==> src/rtl/eth_parser_pkg.sv <==
// Shared types and constants for the Ethernet header parser.
// Defines the per-frame metadata record and the parser state encoding.
package eth_parser_pkg;

  localparam logic [15:0] ETH_TYPE_VLAN = 16'h8100;

  typedef struct packed {
    logic [47:0] dst_mac;
    logic [47:0] src_mac;
    logic [15:0] ethertype;
    logic        vlan_valid;
    logic [15:0] vlan_tci;
    logic [15:0] beat_count;
    logic        truncated;
  } eth_metadata_t;

  // Which header field group the next accepted beat carries.
  typedef enum logic [1:0] {
    PS_DST        = 2'd0,
    PS_SRC_TYPE   = 2'd1,
    PS_VLAN_INNER = 2'd2,
    PS_PAYLOAD    = 2'd3
  } parse_state_t;

  function automatic logic [15:0] sat_inc16(input logic [15:0] value);
    return (value == 16'hFFFF) ? value : value + 16'd1;
  endfunction

endpackage

==> src/rtl/axis_skid_buffer.sv <==
// Two-entry AXI-stream skid buffer carrying data plus last.
// Upstream ready is registered and stays high while at most one entry is held.
module axis_skid_buffer #(
  parameter int DATA_WIDTH = 64
) (
  input  logic                  clk,
  input  logic                  rst,
  input  logic [DATA_WIDTH-1:0] s_data,
  input  logic                  s_last,
  input  logic                  s_valid,
  output logic                  s_ready,
  output logic [DATA_WIDTH-1:0] m_data,
  output logic                  m_last,
  output logic                  m_valid,
  input  logic                  m_ready
);

  logic [DATA_WIDTH-1:0] out_data_reg, out_data_next;
  logic [DATA_WIDTH-1:0] skid_data_reg, skid_data_next;
  logic                  out_last_reg, out_last_next;
  logic                  skid_last_reg, skid_last_next;
  logic                  out_valid_reg, out_valid_next;
  logic                  skid_valid_reg, skid_valid_next;
  logic                  ready_reg, ready_next;
  logic                  push, pop;

  assign push = s_valid & ready_reg;
  assign pop  = out_valid_reg & m_ready;

  // The output register is always the head; the skid register only fills
  // when a beat arrives while the head is stalled.
  always_comb begin
    out_data_next   = out_data_reg;
    out_last_next   = out_last_reg;
    out_valid_next  = out_valid_reg;
    skid_data_next  = skid_data_reg;
    skid_last_next  = skid_last_reg;
    skid_valid_next = skid_valid_reg;
    unique case ({push, pop})
      2'b10: begin
        if (!out_valid_reg) begin
          out_data_next  = s_data;
          out_last_next  = s_last;
          out_valid_next = 1'b1;
        end else begin
          skid_data_next  = s_data;
          skid_last_next  = s_last;
          skid_valid_next = 1'b1;
        end
      end
      2'b01: begin
        if (skid_valid_reg) begin
          out_data_next   = skid_data_reg;
          out_last_next   = skid_last_reg;
          skid_valid_next = 1'b0;
        end else begin
          out_valid_next = 1'b0;
        end
      end
      2'b11: begin
        if (skid_valid_reg) begin
          out_data_next  = skid_data_reg;
          out_last_next  = skid_last_reg;
          skid_data_next = s_data;
          skid_last_next = s_last;
        end else begin
          out_data_next = s_data;
          out_last_next = s_last;
        end
      end
      default: ;
    endcase
    ready_next = ~skid_valid_next;
  end

  always_ff @(posedge clk or posedge rst) begin
    if (rst) begin
      out_data_reg   <= '0;
      out_last_reg   <= 1'b0;
      out_valid_reg  <= 1'b0;
      skid_data_reg  <= '0;
      skid_last_reg  <= 1'b0;
      skid_valid_reg <= 1'b0;
      ready_reg      <= 1'b0;
    end else begin
      out_data_reg   <= out_data_next;
      out_last_reg   <= out_last_next;
      out_valid_reg  <= out_valid_next;
      skid_data_reg  <= skid_data_next;
      skid_last_reg  <= skid_last_next;
      skid_valid_reg <= skid_valid_next;
      ready_reg      <= ready_next;
    end
  end

  assign s_ready = ready_reg;
  assign m_data  = out_data_reg;
  assign m_last  = out_last_reg;
  assign m_valid = out_valid_reg;

endmodule

==> src/rtl/ethernet_frame_parser.sv <==
// Pass-through AXI-stream Ethernet frame parser: beats flow through a skid
// buffer while header fields are extracted from accepted ingress beats.
module ethernet_frame_parser
  import eth_parser_pkg::*;
#(
  parameter int DATA_WIDTH = 64
) (
  input  logic                  clk,
  input  logic                  rst,
  input  logic [DATA_WIDTH-1:0] s_axis_tdata,
  input  logic                  s_axis_tvalid,
  output logic                  s_axis_tready,
  input  logic                  s_axis_tlast,
  output logic [DATA_WIDTH-1:0] m_axis_tdata,
  output logic                  m_axis_tvalid,
  input  logic                  m_axis_tready,
  output logic                  m_axis_tlast,
  output eth_metadata_t         m_axis_tuser,
  output logic                  m_axis_tuser_valid
);

  if (DATA_WIDTH != 64) begin : g_width_check
    $error("ethernet_frame_parser supports DATA_WIDTH = 64 only");
  end

  axis_skid_buffer #(
    .DATA_WIDTH(DATA_WIDTH)
  ) u_skid (
    .clk     (clk),
    .rst     (rst),
    .s_data  (s_axis_tdata),
    .s_last  (s_axis_tlast),
    .s_valid (s_axis_tvalid),
    .s_ready (s_axis_tready),
    .m_data  (m_axis_tdata),
    .m_last  (m_axis_tlast),
    .m_valid (m_axis_tvalid),
    .m_ready (m_axis_tready)
  );

  // Wire byte 0 sits in the most significant lane.
  logic [7:0] beat_byte [0:7];
  genvar gi;
  for (gi = 0; gi < 8; gi++) begin : g_bytes
    assign beat_byte[gi] = s_axis_tdata[63 - 8*gi -: 8];
  end

  parse_state_t  state_reg, state_next;
  eth_metadata_t meta_reg, meta_next;
  eth_metadata_t tuser_reg;
  logic          tuser_valid_reg;
  logic          in_fire;

  assign in_fire = s_axis_tvalid & s_axis_tready;

  always_comb begin
    state_next = state_reg;
    meta_next  = (state_reg == PS_DST) ? '0 : meta_reg;
    if (in_fire) begin
      meta_next.beat_count = sat_inc16(meta_next.beat_count);
      meta_next.truncated  = 1'b0;
      unique case (state_reg)
        PS_DST: begin
          meta_next.dst_mac = {beat_byte[0], beat_byte[1], beat_byte[2],
                               beat_byte[3], beat_byte[4], beat_byte[5]};
          meta_next.src_mac[47:32] = {beat_byte[6], beat_byte[7]};
          meta_next.truncated      = 1'b1;
          state_next               = PS_SRC_TYPE;
        end
        PS_SRC_TYPE: begin
          meta_next.src_mac[31:0] = {beat_byte[0], beat_byte[1],
                                     beat_byte[2], beat_byte[3]};
          if ({beat_byte[4], beat_byte[5]} == ETH_TYPE_VLAN) begin
            // Tagged: the reported type is the inner one, still pending.
            meta_next.vlan_valid = 1'b1;
            meta_next.vlan_tci   = {beat_byte[6], beat_byte[7]};
            meta_next.truncated  = 1'b1;
            state_next           = PS_VLAN_INNER;
          end else begin
            meta_next.ethertype = {beat_byte[4], beat_byte[5]};
            state_next          = PS_PAYLOAD;
          end
        end
        PS_VLAN_INNER: begin
          meta_next.ethertype = {beat_byte[0], beat_byte[1]};
          state_next          = PS_PAYLOAD;
        end
        PS_PAYLOAD: ;
        default: ;
      endcase
      if (s_axis_tlast) begin
        state_next = PS_DST;
      end
    end
  end

  always_ff @(posedge clk or posedge rst) begin
    if (rst) begin
      state_reg       <= PS_DST;
      meta_reg        <= '0;
      tuser_reg       <= '0;
      tuser_valid_reg <= 1'b0;
    end else begin
      state_reg       <= state_next;
      meta_reg        <= meta_next;
      tuser_valid_reg <= in_fire & s_axis_tlast;
      if (in_fire && s_axis_tlast) begin
        tuser_reg <= meta_next;
      end
    end
  end

  assign m_axis_tuser       = tuser_reg;
  assign m_axis_tuser_valid = tuser_valid_reg;

endmodule

==> config.mk <==
export PLATFORM = sky130hd
export DESIGN_NAME = ethernet_frame_parser
export DESIGN_NICKNAME = d
export VERILOG_FILES = /design/src/rtl/eth_parser_pkg.sv /design/src/rtl/axis_skid_buffer.sv /design/src/rtl/ethernet_frame_parser.sv
export SDC_FILE = /design/constraint.sdc
export NUM_CORES = 1
export LEC_CHECK = 0
export CORE_MARGIN = 4
export CORE_UTILIZATION = 55
export DETAILED_ROUTE_END_ITERATION = 12
export DONT_BUFFER_PORTS = 1
export GPL_TIMING_DRIVEN = 0
export PLACE_DENSITY = 0.7
export SETUP_SLACK_MARGIN = 0.5
export SYNTH_ARGS = -nofsm -noshare
export SYNTH_HDL_FRONTEND = slang
export SYNTH_SLANG_ARGS = --single-unit
==> constraint.sdc <==
create_clock -name clk -period 23.1 [get_ports clk]
set_clock_uncertainty 0.2 [all_clocks]
set_input_delay 5.775 -clock clk [delete_from_list [all_inputs] [get_ports clk]]
set_output_delay 5.775 -clock clk [all_outputs]
set_load 0.01 [all_outputs]
==> results of run 1 <==
worst max-delay path: cells and delay by family:
| kind | cells | cell delay (ps) |
|---|---|---|
| adders and majority gates | 1 | 360 |
| AOI/OAI and AO/OA | 2 | 630 |
| and+or+nand+nor | 3 | 350 |
| buffers and inverters | 6 | 1900 |
cell usage in the layout, fill, tap and decap left out, types with 10 or more instances in the layout:
cell type  synthesis  final
a21oi_1           75     75
a221o_1           15     15
a22o_1            15     15
a22oi_1           66     66
clkbuf_1          83     94
clkbuf_16          0     45
clkbuf_8           0     10
dfrtp_1          427    427
inv_1             11     10
mux2_2           200    200
nand2_1          171    171
nand3_1           20     20
nor2_1            81     81
o21ai_0           53     53
o2bb2ai_1         64     64
xnor2_1           10     10
power groups by stage:
| stage | combinational [mW] | sequential, mW | clock, mW |
|---|---|---|---|
| 2_1_floorplan | 0.525 | 1.22 | 0 |
| 6_report | 0.707 | 1.28 | 0.737 |
| 4_1_cts | 0.709 | 1.28 | 0.751 |
| 3_3_place_gp | 0.678 | 1.29 | 0 |
| 5_1_grt | 0.783 | 1.31 | 0.784 |
| 3_5_place_dp | 0.705 | 1.29 | 0 |
metal layers:
layer  routed length (um)  track usage [%]  share of wire [%]  vias up
met5                    0                0                  0        -
met4                 1120             6.74                2.5        0
met3                 4740             9.57                 10       74
met2                21100             41.1                 46      461
met1                18600             36.0                 41     5812
li1                     -                -                  -     5007
logic make-up (layout without fill, tap and decap cells):
logic type / after synthesis / count (layout)
AND/OR/NAND/NOR: 311 / 311
buffers and inverters: 113 / 197
multiplexers: 200 / 200
AO/OA/AOI/OAI: 312 / 312
flip-flops: 427 / 427
XOR/XNOR: 10 / 10
adder cells (fa/ha/maj): 7 / 7
area by class of cell:
cell class	instances	share of cell area (%)
inverter	14	0.313
buffer	99	2.04
tap	396	2.58
timing repair buffer	3	0.430
multi-input combinational	840	31.0
clock inverter	15	1.15
sequential	427	55.7
clock buffer	66	6.80
per-stage QoR:
| step | power, mW | instances | instance area [um2] |
|---|---|---|---|
| after CTS | 2.74 | 1860 | 19200 |
| after global routing | 2.88 | 1860 | 19200 |
| after detailed placement | 2.00 | 1779 | 17700 |
| after global placement | 1.97 | 1776 | 17600 |
| final | 2.73 | 1860 | 19200 |
| after floorplan | 1.74 | 1380 | 17100 |
worst max-delay path by stage:
stage | start | endpoint | slack, ps | cells after the start
4_1_cts | s_axis_tvalid | u_skid.m_data[63]$_DFFE_PP0P_ | 14240 | 12
3_5_place_dp | s_axis_tvalid | u_skid.m_data[63]$_DFFE_PP0P_ | 13690 | 12
6_report | s_axis_tvalid | u_skid.m_data[63]$_DFFE_PP0P_ | 14320 | 12
2_1_floorplan | rst | m_axis_tuser[0]$_DFFE_PP0P_ | 5240 | 1
3_3_place_gp | rst | m_axis_tuser[107]$_DFFE_PP0P_ | 1090 | 1
5_1_grt | s_axis_tvalid | u_skid.m_data[2]$_DFFE_PP0P_ | 14030 | 12
==> impl_metrics.csv, run 1 <==
group,metric,value,unit
yosys,yosysMostFrequentCell,"dfrtp_1",
clocking,cts_max_path_buffers,3,
yosys,synthXorXnorAreaFrac,0.513,%
hold_path,min_to,"meta_reg[33]$_DFF_PP0_",
pwr,p_int,1.77,mW
global_route,grt_pass1_vias,11600,
hold_path,worstHoldPathCells,1,
route,vias,11400,
flow_run,drv_cap,0,
yosys,synth_top_cell_by_area,"dfrtp_1",
yosys,synth_top_area_share,62.5,%
die,die_x,184,um
yosys,synth-async-reset-ratio,100,%
final_layout,final_util,62.8,%
setup_path,cp-end-kind,"flip-flop",
route,drc,0,
sta,setup_ws,14320,ps
yosys,yosysUniqueCellTypes,55,
global_route,antenna_found_initial,1,
pwr,combPwrFrac,25.9,%
clocking,post_cts_buffers,0,
final_layout,nFillCells,2400,
yosys,synth-simple-area-share,8.06,%
pwr,worst_ir_drop_vdd,87.9,uV
global_route,grt_pass1_wl,69800,um
yosys,avgSynthCellArea,12.4,um2
sta,fin_crit_sh,38.0,%
die,core.rowCount,64,
setup_path,rr_startpoint,"u_skid.s_ready$_DFF_PP0_",
setup_path,reg2reg_depth,12,
setup_path,slowest_delay,640,ps
yosys,synthTopCellsByCount,"dfrtp_1, mux2_2, nand2_1",
route,routed_wl,45500,um
route,ant_nets,0,
route,detail_route.wl_per_cell,24.5,um
route,dr.pass1.iters,5,
yosys,postSynthCellCount,1380,
yosys,synth_top_family_by_area,"multiplexers",
final_layout,drive_gt1_share,20.0,%
sta,drv_slew,0,
clocking,cts_tree,"done",
setup_path,critPathSlowestCell,"clkbuf_1",
yosys,synth_compound_area_share,12.6,%
run_status,status,"completed",
pwr,p_sw,959,uW
setup_path,timing_worst_setup_path_type,"in2reg",
yosys,synth.yosys.warnings,0,
final_layout,area_growth,12.4,%
setup_path,start_kind,"primary input",
yosys,synthTopCellsByArea,"dfrtp_1, mux2_2, nand2_1, o2bb2ai_1, a22oi_1",
pwr,power_density,142,mW/mm2
die,core-area,0.0306,mm2
sta,hold_viol_final,0,
global_route,grt_start_max_net_pins,136,
yosys,synth_fp_nets,1456,
clocking,insertion_delay,540,ps
sta,fin_crit,8780,ps
clocking,cts.reportedPaths.clkPinSlew,60,ps
global_route,overflow,0,
route,viasPerCell,6.10,
yosys,synth_ff_type,"dfrtp_1",
pwr,switching_share,35.2,%
route,drtIter0Drc,889,
clocking,cts_hold_buf,0,
sta,holdWs,279,ps
final_layout,diodes,0,
sta,rsz0062_at_grt,"false",
final_layout,largest_reg_flops,146,
yosys,ys_seq_elements,427,
placed_design,finalWeightedCongestion,0.883,
placed_design,port-buffer-count,0,
clocking,numCtsBuffers,44,
placed_design,post-dp-hpwl,32100,um
clocking,cts.sinks,427,
clocking,ctsResizeCount,0,
setup_path,cp_max_fo,11,
final_layout,final-seq-area,0.0107,mm2
die,die_area,0.0339,mm2
sta,max_slew_margin,23.0,%
setup_path,required,23350,ps
placed_design,pre_cts_ws,13690,ps
die,start_util,55.9,%
setup_path,crit_chain,"and2_1, buf_4, inv_2, buf_6, clkbuf_1, ha_1, nor2b_1, a211oi_1, clkbuf_1, clkbuf_1, nor2_1, a21oi_1",
global_route,track_usage,26.5,%
pwr,leakagePower,8.58,nW
hold_path,hold_class,"reg2reg",
setup_path,reg2reg_to,"u_skid.m_data[63]$_DFFE_PP0P_",
final_layout,fin_nets,1505,
pwr,clockPowerShare,27.0,%
final_layout,multiInputGateArea,0.00596,mm2
setup_path,crit_path_frequent_cell,"clkbuf_1",
die,fp.dieH,184,um
yosys,syn-cell-area,0.0171,mm2
setup_path,r2r_setup_slack,19050,ps
setup_path,cp_data_arrival_time,9030,ps
sta,final.setup.tns,0,ps
clocking,root_buffer,"clkbuf_16",
sta,setup_viol,0,
sta,max_freq,114,MHz
yosys,muxShareOfSynthArea,13.2,%
hold_path,worstHoldStart,"meta_reg[33]$_DFF_PP0_",
yosys,synth_edf_count,0,
yosys,ys_seq_area_share,62.5,%
clocking,htreeDepth,2,
sta,worst_slew_pin_slew,1150,ps
die,top_level_ports,283,
yosys,synthAdderAreaFrac,0.513,%
pwr,pwr-share-seq,47.1,%
Note: power is estimated with default switching activity, not from simulation.
==> run 2, diff against run 1 <==
--- a/config.mk
+++ b/config.mk
@@ -10,7 +10,7 @@
 export DETAILED_ROUTE_END_ITERATION = 12
 export DONT_BUFFER_PORTS = 1
 export GPL_TIMING_DRIVEN = 0
-export PLACE_DENSITY = 0.7
+export PLACE_DENSITY = 0.73
 export SETUP_SLACK_MARGIN = 0.5
 export SYNTH_ARGS = -nofsm -noshare
 export SYNTH_HDL_FRONTEND = slang
==> constraint.sdc (replaced) <==
create_clock -name clk -period 7.3 [get_ports clk]
set_clock_uncertainty 0.2 [all_clocks]
set_input_delay 1.825 -clock clk [delete_from_list [all_inputs] [get_ports clk]]
set_output_delay 1.825 -clock clk [all_outputs]
set_load 0.01 [all_outputs]
==> impl_metrics.csv, run 2 (synthesis gave the netlist of run 1 again) <==
group,metric,value,unit
setup_path,critPathSlowestCell,"clkbuf_1",
clocking,cts.sinks,427,
route,routed_wl,45700,um
final_layout,drive_gt1_share,20.7,%
setup_path,cp-end-kind,"flip-flop",
die,fp.dieH,184,um
final_layout,stdcell_count,1861,
placed_design,finalWeightedCongestion,0.869,
clocking,ctsResizeCount,0,
route,wl_met3,4730,um
sta,fin_crit,5060,ps
route,detail_route.wl_per_cell,24.6,um
final_layout,mostFrequentLayoutCells,"dfrtp_1, mux2_2, nand2_1, clkbuf_1, nor2_1",
global_route,track_usage,26.8,%
final_layout,largest_reg_flops,146,
setup_path,start_kind,"primary input",
placed_design,place_inst,1787,
die,core.rowCount,64,
final_layout,multiInputGateArea,0.00596,mm2
run_status,status,"completed",
clocking,insertion_delay,530,ps
hold_path,hold_class,"reg2reg",
final_layout,area_growth,13.0,%
route,top_layer,"met4",
final_layout,final-seq-area,0.0107,mm2
final_layout,final_util,63.1,%
setup_path,crit_chain,"and2_1, buf_4, inv_2, buf_6, clkbuf_1, ha_1, nor2b_1, a211oi_1, clkbuf_1, clkbuf_1, nor2_1, a21oi_1",
sta,fin_crit_sh,69.3,%
route,drc,0,
setup_path,cp_max_fo,11,
placed_design,port-buffer-count,0,
global_route,grt_pass1_wl,70200,um
die,die_area,0.0339,mm2
clocking,root_buffer,"clkbuf_16",
global_route,antenna_found_initial,1,
die,start_util,55.9,%
clocking,htreeDepth,2,
sta,max_freq,198,MHz
route,dr.pass1.iters,5,
route,drtIter0Drc,784,
pwr,leakagePower,8.63,nW
final_layout,diodes,0,
global_route,grt_start_max_net_pins,45,
clocking,cts.reportedPaths.clkPinSlew,60,ps
clocking,cts_max_path_buffers,3,
global_route,grt_pass1_vias,11800,
die,top_level_ports,283,
setup_path,crit_path_frequent_cell,"clkbuf_1",
route,ant_nets,0,
final_layout,fin_nets,1512,
route,viasPerCell,6.08,
flow_run,drv_cap,0,
pwr,worst_ir_drop_vdd,290,uV
placed_design,post-dp-hpwl,32700,um
sta,hold_viol_final,0,
sta,rsz0062_at_grt,"false",
route,wl_met1,18600,um
clocking,post_cts_buffers,0,
sta,setup_viol,0,
setup_path,required,7550,ps
clocking,cts_hold_buf,0,
clocking,numCtsBuffers,43,
setup_path,timing_worst_setup_path_type,"in2reg",
die,core-area,0.0306,mm2
final_layout,nFillCells,2355,
die,die_x,184,um
clocking,cts_tree,"done",
pwr,power_density,446,mW/mm2
setup_path,cp_data_arrival_time,5310,ps
sta,worst_slew_pin_slew,1040,ps
route,dr_wl_met2,20800,um
setup_path,slowest_delay,770,ps
route,vias,11300,
global_route,overflow,0,
final_layout,layout_commonest_cell,"dfrtp_1",
sta,max_slew_margin,30.7,%
sta,drv_slew,0,
[run 2: metrics by stage]
step	hold WS, ps	instance area [um2]	power [mW]	worst slack, ps	setup TNS, ps
6_report	281	19300	8.61	2240	0
5_1_grt	293	19300	9.09	2000	0
4_1_cts	285	19300	8.65	2250	0
3_5_place_dp	266	17800	6.32	1710	0
3_3_place_gp	255	17600	6.21	-2540	-1068880
2_1_floorplan	245	17100	5.51	-488	-208550
[run 2: power breakdown]
group	internal [mW]	switching [mW]	leakage, nW	total [mW]
registers	3.27	0.782	5.52	4.05
clock network	1.41	0.902	0.731	2.31
logic	0.913	1.34	2.38	2.25
total	5.59	3.02	8.63	8.61
[run 2: final cells by class]
type                    count  share of cell area (%)
repair buffers             11                    1.14
clock inverters            16                    1.13
plain buffers              99                    2.03
inverters                  14                   0.292
well taps                 396                    2.57
multi-input cells         840                    30.9
clock buffers              58                    6.65
flip-flops and latches    427                    55.3
[run 2: metal layers]
metal | GRT usage [%] | up-vias
li1 | - | 5002
met4 | 9.17 | 0
met5 | 0 | -
met3 | 9.93 | 103
met1 | 35.5 | 5802
met2 | 41.2 | 404
[run 2: path summary, 6_finish.rpt]
kind                                          startpoint                      endpoint  slack [ps]  cells after the start
worst max-delay path                       s_axis_tvalid  u_skid.m_data[1]$_DFFE_PP0P_        2240                     12
worst max register to register  u_skid.s_ready$_DFF_PP0_  u_skid.m_data[1]$_DFFE_PP0P_        3000                     12
worst min-delay path             meta_reg[107]$_DFF_PP0_       meta_reg[107]$_DFF_PP0_         280                      1
min in group asynchronous                            rst        meta_reg[73]$_DFF_PP0_         880                      1
worst min register to register   meta_reg[107]$_DFF_PP0_       meta_reg[107]$_DFF_PP0_         280                      1
max in group asynchronous                            rst       meta_reg[104]$_DFF_PP0_        4490                      6
[run 2: critical path, delay by kind of cell]
| kind | cells | cell delay [ps] |
|---|---|---|
| buf+inv | 6 | 2080 |
| compound gates | 2 | 690 |
| simple gates | 3 | 340 |
| fa+ha+maj | 1 | 360 |
